[src/rtl/fetch_pkg.sv]
// Shared definitions for the instruction fetch stage.
//   fetch_state_t : fetch sequencer states
//   NOP_INSTR     : instruction presented to decode while nothing has been fetched yet
//   PC_STEP       : sequential PC increment (one 32-bit word)
//   align_word()  : clears the byte-offset bits of an address
package fetch_pkg;

    typedef enum logic [1:0] {
        IDLE = 2'd0,
        REQ  = 2'd1,
        WAIT = 2'd2,
        HOLD = 2'd3
    } fetch_state_t;

    localparam logic [31:0] NOP_INSTR = 32'h0000_0013;
    localparam logic [31:0] PC_STEP   = 32'd4;

    function automatic logic [31:0] align_word(input logic [31:0] addr);
        return {addr[31:2], 2'b00};
    endfunction

endpackage

[src/rtl/fetch_unit.sv]
// Instruction fetch stage feeding immunit and the decoder.
// Keeps the fetch PC, issues one word request at a time to instruction memory,
// registers the returned word and hands it to decode with a valid/ready handshake.
// A redirect from execute replaces the fetch PC and discards any instruction that
// is in flight or waiting for decode.
//
// Ports:
//   clk, rst_n       clock (rising edge), asynchronous active-low reset
//   ImemReqValid/ImemReqReady/ImemAddr   request channel to instruction memory
//   ImemRspValid/ImemRspData             response channel from instruction memory
//   Redirect/RedirectTarget              new fetch target from execute
//   InstrValid/InstrReady                handshake with decode
//   Instr, PC, PCPlus4                   fetched instruction, its address, address + 4
//   ImmInput                             Instr[31:7], wired to immunit
module fetch_unit
    import fetch_pkg::*;
#(
    parameter int          XLEN     = 32,
    parameter logic [31:0] RESET_PC = 32'h0000_0000
) (
    input  logic            clk,
    input  logic            rst_n,
    output logic            ImemReqValid,
    input  logic            ImemReqReady,
    output logic [XLEN-1:0] ImemAddr,
    input  logic            ImemRspValid,
    input  logic [XLEN-1:0] ImemRspData,
    input  logic            Redirect,
    input  logic [XLEN-1:0] RedirectTarget,
    output logic            InstrValid,
    input  logic            InstrReady,
    output logic [XLEN-1:0] Instr,
    output logic [24:0]     ImmInput,
    output logic [XLEN-1:0] PC,
    output logic [XLEN-1:0] PCPlus4
);

    fetch_state_t    state_r,       state_s;
    logic [XLEN-1:0] fetch_pc_r,    fetch_pc_s;
    logic [XLEN-1:0] req_pc_r,      req_pc_s;
    logic            kill_r,        kill_s;
    logic [XLEN-1:0] instr_r,       instr_s;
    logic [XLEN-1:0] pc_r,          pc_s;
    logic            instr_valid_r, instr_valid_s;

    // Request is suppressed in the redirect cycle so the stale address never leaves.
    assign ImemReqValid = (state_r == REQ) && !Redirect;
    assign ImemAddr     = fetch_pc_r;
    assign InstrValid   = instr_valid_r;
    assign Instr        = instr_r;
    assign ImmInput     = instr_r[31:7];
    assign PC           = pc_r;
    assign PCPlus4      = pc_r + PC_STEP;

    // Next-state and next-register computation; Redirect outranks every other event.
    always_comb begin
        state_s       = state_r;
        fetch_pc_s    = fetch_pc_r;
        req_pc_s      = req_pc_r;
        kill_s        = kill_r;
        instr_s       = instr_r;
        pc_s          = pc_r;
        instr_valid_s = instr_valid_r;

        case (state_r)
            IDLE: begin
                state_s = REQ;
            end

            REQ: begin
                if (Redirect) begin
                    fetch_pc_s = align_word(RedirectTarget);
                end else if (ImemReqReady) begin
                    req_pc_s   = fetch_pc_r;
                    fetch_pc_s = fetch_pc_r + PC_STEP;
                    state_s    = WAIT;
                end else begin
                    state_s = REQ;
                end
            end

            WAIT: begin
                if (Redirect) begin
                    fetch_pc_s = align_word(RedirectTarget);
                    if (ImemRspValid) begin
                        // Stale response consumed right now, nothing left to kill.
                        kill_s  = 1'b0;
                        state_s = REQ;
                    end else begin
                        // Response still in flight: remember to drop it.
                        kill_s = 1'b1;
                    end
                end else if (ImemRspValid) begin
                    if (kill_r) begin
                        kill_s  = 1'b0;
                        state_s = REQ;
                    end else begin
                        instr_s       = ImemRspData;
                        pc_s          = req_pc_r;
                        instr_valid_s = 1'b1;
                        state_s       = HOLD;
                    end
                end else begin
                    state_s = WAIT;
                end
            end

            HOLD: begin
                if (Redirect) begin
                    fetch_pc_s    = align_word(RedirectTarget);
                    instr_valid_s = 1'b0;
                    state_s       = REQ;
                end else if (InstrReady) begin
                    instr_valid_s = 1'b0;
                    state_s       = REQ;
                end else begin
                    state_s = HOLD;
                end
            end

            default: begin
                state_s = IDLE;
            end
        endcase
    end

    // State and datapath registers.
    always_ff @(posedge clk or negedge rst_n) begin
        if (!rst_n) begin
            state_r       <= IDLE;
            fetch_pc_r    <= RESET_PC;
            req_pc_r      <= RESET_PC;
            kill_r        <= 1'b0;
            instr_r       <= NOP_INSTR;
            pc_r          <= RESET_PC;
            instr_valid_r <= 1'b0;
        end else begin
            state_r       <= state_s;
            fetch_pc_r    <= fetch_pc_s;
            req_pc_r      <= req_pc_s;
            kill_r        <= kill_s;
            instr_r       <= instr_s;
            pc_r          <= pc_s;
            instr_valid_r <= instr_valid_s;
        end
    end

endmodule
[config.mk]
export PLATFORM = sky130hd
export DESIGN_NAME = fetch_unit
export DESIGN_NICKNAME = d
export VERILOG_FILES = /design/src/rtl/fetch_pkg.sv /design/src/rtl/fetch_unit.sv
export SDC_FILE = /design/constraint.sdc
export NUM_CORES = 1
export LEC_CHECK = 0
export BUFFER_PORTS_ARGS = -buffer_cell sky130_fd_sc_hd__buf_2
export CORE_MARGIN = 4
export CORE_UTILIZATION = 37
export DETAILED_ROUTE_END_ITERATION = 6
export SLEW_MARGIN = 40
export SYNTH_ARGS = -nofsm -noshare
export SYNTH_HDL_FRONTEND = slang
export SYNTH_SLANG_ARGS = --single-unit
[constraint.sdc]
create_clock -name clk -period 4.1 [get_ports clk]
set_input_delay 0.205 -clock clk [delete_from_list [all_inputs] [get_ports clk]]
set_output_delay 0.205 -clock clk [all_outputs]
set_load 0.005 [all_outputs]
==> metrics, run 1 <==
Max Slew Vio Count=0; status=complete, no violations; placer congestion estimate=0.869; nets=831; worst hold start=ImemRspData[3]; max-cap violation count=0; Least-Margin Pin Slew=0.837 ns; Tcrit/Tclk final=0.652; core footprint=16800 um^2; Initial Utilization=0.382; setup TNS=0 ns; post-CTS sizing=0; prevailing post-synth register cell=dfrtp_1; Clock Skew=0.00849 ns; Slew Limit Headroom=0.442; Initial DRT Pass Iterations=5; Post-synth EDFFs=0; Die Y-Extent=140 um; Synth Instances=574; Area Overhead vs Synth=26.0%; worst r2r path cells=6; Worst R2R Start=state_r[1]; setup violators final=0; WL final=17300 um; vias per cell=5.23; hold depth=2; Placed Area=7480 um^2; Routed WL per cell=17.4 um; Yosys reg bits=126; Fmax=374 MHz; vias in the first global route=5003; io pins=225; total CTS buffers=17; CP Data Required Time=3.89 ns; Longest Clk Path Bufs=2; CP Max Fanout=7; critical path arrival=2.47 ns; crit path time final=2.67 ns; share of cells above drive strength 1=0.473; power density cells=599 nW/um^2; GR Overflow Total=0; kind of critical path=reg2out; number of hold violations in the final report=0; Seq/Total Area, Yosys=0.491; crit path from=PC[9]; CTS root buffer=clkbuf_16; ANT nets after route=0; Warnings, synthesis=0; hpwl dp=12700 um; fill count=1558; P_leak=3.90 nW; Chip Width=140 um; H-tree depth=4; hold crit path type=in2reg; port buffer count=216; Initial DRC Count=220; Post-route DRC=0; Reg clk slew, reported paths=0.06 ns; Worst setup SP type=register; unrepaired setup endpoints after global routing=no; Max VDD drop=304 uV; GRT Overall Usage=0.175; Yosys cell types=62; first-pass GRT wire length=27700 um; Synth Cell Area=6430 um^2; ANT cells=0; via count=5179; row count=47; TritonCTS Sinks=126; CTS tree=built; design area=8110 um^2; fraction of registers with async set/reset=1.00; largest net degree at the start of global routing=92; Die ar.=19600 um^2; latest clock arrival within the worst-skew pair=0.41 ns; syn avg cell area=11.2 um^2; crit path capture type=output port; initial antenna violation count=0
[worst max-delay path, cell delays in order (launching register included)]
cell     delay, ns
dfrtp_1       0.45
and4_1        0.29
nand3_2       0.16
nor3_2        0.62
nand4_1       0.22
xnor2_1       0.17
buf_2         0.13
[area by class of cell]
type	count	area [um^2]	share of cell area
sequential	126	3160	0.389
multi-input combinational	385	2910	0.359
timing repair buffer	224	1160	0.143
clock buffer	21	470	0.0580
tap	220	275	0.0340
clock inverter	10	114	0.0140
inverter	5	18.8	0.00232
[metal layers]
layer	global-route usage	vias up	routed length [um]
li1	-	2420	-
met1	0.238	2524	7620
met2	0.278	214	8130
met3	0.0422	21	1290
met4	0.0551	0	225
met5	0	-	0
[cell usage in the layout (no fill, tap or decap), types with 3 or more instances in the layout]
master,count
nand3_1,30
dfstp_2,3
o21ai_0,8
xnor2_1,22
nand4_1,14
dlygate4sd3_1,4
dfrtp_1,123
nor3_1,8
conb_1,6
xor2_1,6
a21oi_1,34
and4_1,4
clkbuf_16,17
clkinv_2,3
buf_2,215
and3_1,10
buf_4,4
inv_1,5
nand2_1,33
clkinvlp_4,4
nand2b_1,5
nor2b_1,5
a2bb2oi_1,7
clkbuf_8,4
nor2_1,31
o22ai_1,12
mux2_2,87
mux2_1,5
[power by group]
group | leakage, nW | internal [mW] | switching (mW)
sequential | 1.55 | 1.65 | 0.465
combinational | 2.07 | 0.718 | 0.550
clock | 0.277 | 0.936 | 0.537
[logic make-up after synthesis]
logic type | after synthesis | synth area share
adder cells (fa/ha/maj) | 2 | 0.00389
XOR/XNOR | 28 | 0.0381
AO/OA/AOI/OAI | 87 | 0.0879
flip-flops | 126 | 0.491
buffers and inverters | 68 | 0.0622
multiplexers | 93 | 0.163
other | 1 | 0.000583
AND/OR/NAND/NOR | 169 | 0.154
[metrics by stage]
stage / util / hold slack (ns) / std cells / worst slack, ns / power [mW]
after floorplan: - / -0.0906 / 579 / 2.36 / 2.78
after global placement: 0.444 / 0.346 / 956 / 1.91 / 3.38
after detailed placement: 0.445 / 0.351 / 956 / 1.82 / 3.43
after CTS: 0.482 / 0.00151 / 991 / 1.39 / 4.93
after global routing: 0.482 / 0.00996 / 991 / 1.25 / 5.17
final: 0.482 / 0.0242 / 991 / 1.43 / 4.86
[repair_timing]
action	4_1_cts	5_1_grt
setup endpoints to repair	0	0
hold buffers	4	0
endpoints found under the hold margin	92	0
setup buffers	0	0
[Yosys cell counts (3+ instances only)]
| cell | count | share of area |
|---|---|---|
| mux2_1 | 5 | 0.0088 |
| and4_1 | 4 | 0.0054 |
| mux2_2 | 87 | 0.15 |
| nand3_1 | 30 | 0.023 |
| xor2_1 | 6 | 0.0082 |
| dfstp_2 | 3 | 0.012 |
| nand2_1 | 33 | 0.019 |
| a21oi_1 | 34 | 0.026 |
| nor2b_1 | 5 | 0.0049 |
| nand4_1 | 14 | 0.014 |
| nand2b_1 | 5 | 0.0049 |
| o22ai_1 | 12 | 0.012 |
| inv_1 | 5 | 0.0029 |
| dfrtp_1 | 123 | 0.48 |
| clkbuf_1 | 15 | 0.0088 |
| buf_2 | 14 | 0.011 |
| nor2_1 | 31 | 0.018 |
| and3_1 | 11 | 0.011 |
| xnor2_1 | 22 | 0.030 |
| buf_4 | 34 | 0.040 |
| nor3_1 | 8 | 0.0062 |
| a2bb2oi_1 | 7 | 0.0095 |
| o21ai_0 | 8 | 0.0062 |
[state kept, by name, summed over array words and instances (netlist names)]
register    cells
ImemAddr       30
Instr          32
InstrValid      1
PC             30
kill_r          1
req_pc_r       30
state_r         2
[worst paths after layout]
kind                                to  slack [ns]
max                        PCPlus4[27]        1.43
min                           Instr[3]        0.02
min reg2reg                   Instr[2]        0.49
max in group asynchronous     Instr[4]        2.68
min in group asynchronous       kill_r        0.38
max reg2reg                  Instr[10]        1.82
Power figures use the tool's default switching activity.
==> inputs of run 2 (changes only) <==
==> constraint.sdc (replaced) <==
create_clock -name clk -period 2.7 [get_ports clk]
set_input_delay 0.135 -clock clk [delete_from_list [all_inputs] [get_ports clk]]
set_output_delay 0.135 -clock clk [all_outputs]
set_load 0.005 [all_outputs]
==> run 2 against run 1 <==
Effect of this change: clock power grew 59%; wire length grew 3.8%; largest power group unchanged; power grew 55%; largest cell class unchanged; non-clock buffer count grew 43; setup slack lost 1.1 ns; hold slack lost 0.0092 ns; critical endpoint is now PCPlus4[24].
==> metrics, run 2 (synthesis gave the netlist of run 1 again) <==
status=complete, no violations (unchanged); Clock power frac=0.310 (was 0.303); row count=47 (unchanged); Die Y-Extent=140 um (unchanged); ANT nets after route=0 (unchanged); Routed WL per cell=17.3 um (was 17.4 um); Max Slew Vio Count=0 (unchanged); worst r2r dst=ImemAddr[30] (was Instr[10]); Initial DRT Pass Iterations=5 (unchanged); placer congestion estimate=0.859 (was 0.869); Slew Limit Headroom=0.589 (was 0.442); crit path capture type=output port (unchanged); unrepaired setup endpoints after global routing=no (unchanged); ANT cells=0 (unchanged); GR Overflow Total=0 (unchanged); area of the multi-input gates=2900 um^2 (was 2910 um^2); WP buf/inv=1 (unchanged); fill count=1529 (was 1558); via count=5275 (was 5179); latest clock arrival within the worst-skew pair=0.41 ns (about the same); share of cells above drive strength 1=0.455 (was 0.473); CP Data Required Time=2.57 ns (was 3.89 ns); commonest non-fill, non-tap cells in the layout=buf_2, dfrtp_1, mux2_2 (unchanged); Placed Cells=965 (was 956); critical path, cell by cell=and4_1, nand3_2, nor3_4, nand3_1, xnor2_1, buf_2 (was and4_1, nand3_2, nor3_2, nand4_1, xnor2_1, buf_2); Worst setup SP type=register (unchanged); P_leak=4.11 nW (was 3.90 nW); nets=874 (was 831); Fmax=423 MHz; hold depth=3 (was 2); TritonCTS Sinks=126 (unchanged); Least-Margin Pin Slew=0.616 ns (was 0.837 ns); vias in the first global route=5239 (was 5003); Max VDD drop=473 uV (was 304 uV); cell family with most CP delay=simple AND/OR/NAND/NOR gates (unchanged); GRT Overall Usage=0.184 (was 0.175); Sw Ratio=0.310 (was 0.320); io pins=225 (unchanged); Area Overhead vs Synth=32.8% (was 26.0%); worst hold start=RedirectTarget[7] (was ImemRspData[3]); largest net degree at the start of global routing=63 (was 92); Chip Width=140 um (unchanged); Initial Utilization=0.382 (unchanged); Comb pwr share=0.263 (was 0.261); Worst R2R Start=ImemAddr[2] (was state_r[1]); setup TNS=0 ns (unchanged); hold crit path type=in2reg (unchanged); Endpoint, Worst Hold=ImemAddr[7] (was Instr[3]); number of hold violations in the final report=0 (unchanged); CTS root buffer=clkbuf_16 (unchanged); critical path arrival=2.23 ns (was 2.47 ns); initial antenna violation count=0 (unchanged); worst r2r path cells=6 (unchanged); register share of total power=0.427 (was 0.436); Int Pwr=5.20 mW (was 3.30 mW); register area=3160 um^2 (unchanged); WL final=17900 um (was 17300 um); Post-route DRC=0 (unchanged); kind of critical path=reg2out (unchanged); Die ar.=19600 um^2 (unchanged); Tcrit/Tclk final=0.876; hpwl dp=13200 um (was 12700 um); Longest Clk Path Bufs=2 (unchanged); delay of the slowest critical-path stage=0.46 ns (was 0.62 ns); crit path time final=2.37 ns; Initial DRC Count=205 (was 220); CP max-delay cell=nor3_4 (was nor3_2); sw power=2.34 mW (was 1.55 mW); max-cap violation count=0 (unchanged); H-tree depth=4 (unchanged); CP Max Fanout=8 (was 7); first-pass GRT wire length=29000 um (was 27700 um); power density cells=883 nW/um^2 (was 599 nW/um^2); CTS tree=built (unchanged); vias per cell=5.11 (was 5.23); Post-Layout Cell Count=1033 (was 991); core footprint=16800 um^2 (unchanged); R2R setup slack=0.69 ns (was 1.82 ns); total CTS buffers=17 (unchanged); max reg flops=32 (unchanged); Reg clk slew, reported paths=0.06 ns (about the same); port buffer count=216 (unchanged); Clock Skew=0.0108 ns (was 0.00849 ns); Post-CTS Setup Bufs=0 (unchanged); setup violators final=0 (unchanged); commonest non-fill, non-tap cell in the layout=buf_2 (unchanged)
-- run 2: cell types whose count changed in the layout (fill, tap and decap cells not counted), sizes merged --
cell,previous run,this run
clkbuf,22,25
clkinvlp,4,0
clkinv,4,2
dlygate4sd3,4,38
bufinv,2,3
buf,219,229
-- run 2: stage by stage --
stage | worst slack, ns | power [mW] | cell area, um^2 | util | hold WS [ns]
after floorplan | 0.959 | 4.22 | 6450 | - | -0.161
after global placement | 0.746 | 5.15 | 7550 | 0.449 | 0.0999
after detailed placement | 0.719 | 5.22 | 7550 | 0.449 | 0.100
after CTS | 0.279 | 7.65 | 8540 | 0.508 | 0.00170
after global routing | 0.109 | 8.05 | 8540 | 0.508 | 0.00178
final | 0.334 | 7.54 | 8540 | 0.508 | 0.0150
-- run 2: final cells by class --
type	instances	area share
flip-flops and latches	126	0.370
multi-input cells	385	0.340
repair buffers	267	0.185
clock buffers	25	0.0592
well taps	220	0.0322
clock inverters	5	0.0122
inverters	5	0.00220
-- run 2: worst max-delay path by stage --
stage                   end        start  cells past startpoint  slack [ns]
2_1_floorplan     Instr[11]   state_r[0]                      7        0.96
3_3_place_gp    PCPlus4[20]        PC[9]                      6        0.75
3_5_place_dp   ImemAddr[30]  ImemAddr[2]                      6        0.72
4_1_cts         PCPlus4[24]        PC[5]                      5        0.28
5_1_grt         PCPlus4[24]        PC[9]                      6        0.11
6_report        PCPlus4[24]        PC[9]                      6        0.33
-- run 2: tightest hold or removal path: cells and delay by family --
family	cells	cell delay, ns
buffers and inverters	1	0.08
AO/OA/AOI/OAI	2	0.17
-- run 2: what timing repair did --
item | 4_1_cts | 5_1_grt
gates resized for setup | 0 | 0
endpoints found under the setup margin | 0 | 0
endpoints found under the hold margin | 80 | 0
hold buffers | 38 | 0
-- run 2: power by group through the flow --
stage / sequential [mW] / clock, mW / combinational [mW]
after floorplan: 3.05 / 0 / 1.18
after global placement: 3.21 / 0 / 1.94
after detailed placement: 3.26 / 0 / 1.97
after CTS: 3.22 / 2.41 / 2.02
after global routing: 3.34 / 2.51 / 2.19
final: 3.22 / 2.34 / 1.99
-- run 2: routing by layer --
layer | wire length, um | track usage | vias to the layer above
li1 | - | - | 2504
met1 | 7890 | 0.242 | 2553
met3 | 1230 | 0.0504 | 15
met5 | 0 | 0 | -
met4 | 168 | 0.0454 | 0
met2 | 8630 | 0.302 | 203
==> inputs of run 3 (changes only) <==
==> constraint.sdc (replaced) <==
create_clock -name clk -period 1.9 [get_ports clk]
set_input_delay 0.095 -clock clk [delete_from_list [all_inputs] [get_ports clk]]
set_output_delay 0.095 -clock clk [all_outputs]
set_load 0.005 [all_outputs]
==> run 3 against run 2 <==
Effect of this change: the flow now finishes with violations (setup timing); combinational power up 85%; global-route usage up 0.82 points; sequential share of layout area down 3.2 points; design area up 9.9%; non-clock buffer count up 73; sequential power up 34%; utilization up 5.0 points; highest routed layer unchanged; setup slack worse by 0.47 ns; largest power group unchanged; first-iteration DRC count up 23%.
==> metrics, run 3 (synthesis gave the netlist of run 1 again) <==
status=finished with violations (was complete, no violations); violated checks=setup timing; kind of critical path=reg2out (unchanged); crit path capture type=output port (unchanged); Die Y-Extent=140 um (unchanged); io pins=225 (unchanged); CTS root buffer=clkbuf_16 (unchanged); commonest non-fill, non-tap cell in the layout=buf_2 (unchanged); hold crit path type=in2reg (unchanged); Worst setup SP type=register (unchanged); critical path arrival=1.94 ns (was 2.23 ns); Max VDD drop=701 uV (was 473 uV); worst r2r path cells=5 (was 6); area of the multi-input gates=3110 um^2 (was 2900 um^2); H-tree depth=4 (unchanged); max-cap violation count=0 (unchanged); core footprint=16800 um^2 (unchanged); via count=5539 (was 5275); total CTS buffers=17 (unchanged); CTS tree=built (unchanged); Max Slew Vio Count=0 (unchanged); Routed WL per cell=16.8 um (was 17.3 um); unrepaired setup endpoints after global routing=yes (was no); Longest Clk Path Bufs=2 (unchanged); Fmax=491 MHz; fill count=1454 (was 1529); Post-route DRC=0 (unchanged); TritonCTS Sinks=126 (unchanged); Clock power frac=0.273 (was 0.310); commonest non-fill, non-tap cells in the layout=buf_2, dfrtp_1, mux2_2 (unchanged); setup violators final=13 (was 0); Comb pwr share=0.334 (was 0.263); Int Pwr=7.52 mW (was 5.20 mW); share of cells above drive strength 1=0.529 (was 0.455); CP max-delay cell=dfrtp_1 (was nor3_4); pre-CTS setup slack=0.0389 ns (was 0.719 ns); P_leak=4.58 nW (was 4.11 nW); Worst Setup Slack, final=-0.135 ns (was 0.334 ns); ANT cells=0 (unchanged); Die ar.=19600 um^2 (unchanged); Initial DRC Count=253 (was 205); worst r2r dst=ImemAddr[25] (was ImemAddr[30]); GRT Overall Usage=0.192 (was 0.184); hpwl dp=13800 um (was 13200 um); CP endpoint=PCPlus4[28] (was PCPlus4[24]); port buffer count=216 (unchanged); GR Overflow Total=0 (unchanged); Chip Width=140 um (unchanged); vias per cell=5.01 (was 5.11); sw power=3.50 mW (was 2.34 mW); delay of the slowest critical-path stage=0.35 ns (was 0.46 ns); Post-Layout Cell Count=1106 (was 1033); row count=47 (unchanged); hold_ws=0.0201 ns (was 0.0150 ns); Initial Utilization=0.382 (unchanged); Initial DRT Pass Iterations=5 (unchanged); vias in the first global route=5641 (was 5239); Worst R2R Start=ImemAddr[17] (was ImemAddr[2]); setup TNS=-1.09 ns (was 0 ns); crit path from=PC[10] (was PC[9]); Clock Skew=0.0147 ns (was 0.0108 ns); register area=3170 um^2 (was 3160 um^2); largest net degree at the start of global routing=61 (was 63); latest clock arrival within the worst-skew pair=0.41 ns (about the same); power density cells=1170 nW/um^2 (was 883 nW/um^2); max reg flops=32 (unchanged); WL final=18600 um (was 17900 um); Placed Cells=1007 (was 965); Reg clk slew, reported paths=0.05 ns (was 0.06 ns); register share of total power=0.392 (was 0.427); Tcrit/Tclk final=1.07; CP Max Fanout=4 (was 8); ANT nets after route=0 (unchanged); R2R setup slack=0.09 ns (was 0.69 ns); critical path, cell by cell=and4_4, nand3_4, nor3_4, buf_12, buf_8, nand3_2, xnor2_1, buf_2 (was and4_1, nand3_2, nor3_4, nand3_1, xnor2_1, buf_2); Area Overhead vs Synth=45.9% (was 32.8%); nets=947 (was 874); total power=11.0 mW (was 7.54 mW); CP Data Required Time=1.80 ns (was 2.57 ns); number of hold violations in the final report=0 (unchanged); first-pass GRT wire length=30400 um (was 29000 um); initial antenna violation count=0 (unchanged); Sw Ratio=0.318 (was 0.310); placer congestion estimate=0.896 (was 0.859); crit path time final=2.04 ns
-- run 3: layout make-up --
| type | instances | share of cell area |
|---|---|---|
| clock buffers | 24 | 0.0524 |
| clock inverters | 6 | 0.00640 |
| inverters | 5 | 0.00200 |
| multi-input cells | 385 | 0.332 |
| flip-flops and latches | 126 | 0.337 |
| well taps | 220 | 0.0293 |
| repair buffers | 340 | 0.241 |
-- run 3: timing repair --
action,in CTS,in global routing
setup buffers,12,10
hold buffers,47,0
pin swaps,21,21
gates cloned,0,0
gates resized for setup,37,19
endpoints found under the hold margin,96,0
endpoints found under the setup margin,20,32
-- run 3: power groups by stage --
stage	Sequential, mW	Clock [mW]	Combinational [mW]
2_1_floorplan	4.33	0	1.67
3_3_place_gp	4.31	0	3.35
3_5_place_dp	4.37	0	3.41
4_1_cts	4.32	3.11	3.65
5_1_grt	4.47	3.25	4.06
6_report	4.33	3.01	3.68
-- run 3: worst max-delay path: cells and delay by family (launching register included) --
family                    cells  cell delay (ns)
xor gates and xnor gates      1             0.17
buffers and inverters         3             0.39
DFF                           1             0.35
and+or+nand+nor               4             0.62
-- run 3: layer usage --
metal | part of all wire | vias to the layer above | track usage
li1 | - | 2637 | -
met4 | 0.0090 | 0 | 0.0535
met2 | 0.49 | 217 | 0.316
met3 | 0.064 | 16 | 0.0467
met5 | 0 | - | 0
met1 | 0.44 | 2669 | 0.254
-- run 3: per-stage QoR --
stage | cell area, um^2 | utilization
floorplan | 6450 | -
global placement | 7940 | 0.472
detailed placement | 7940 | 0.472
CTS | 9230 | 0.549
global route | 9380 | 0.558
finish | 9380 | 0.558
-- run 3: worst min path at each step --
stage,cells after the start,startpoint,endpoint
floorplan,0,rst_n,ImemAddr[10]
global placement,1,rst_n,kill_r
detailed placement,1,rst_n,kill_r
CTS,3,RedirectTarget[27],ImemAddr[27]
global route,3,RedirectTarget[22],ImemAddr[22]
finish,3,RedirectTarget[27],ImemAddr[27]
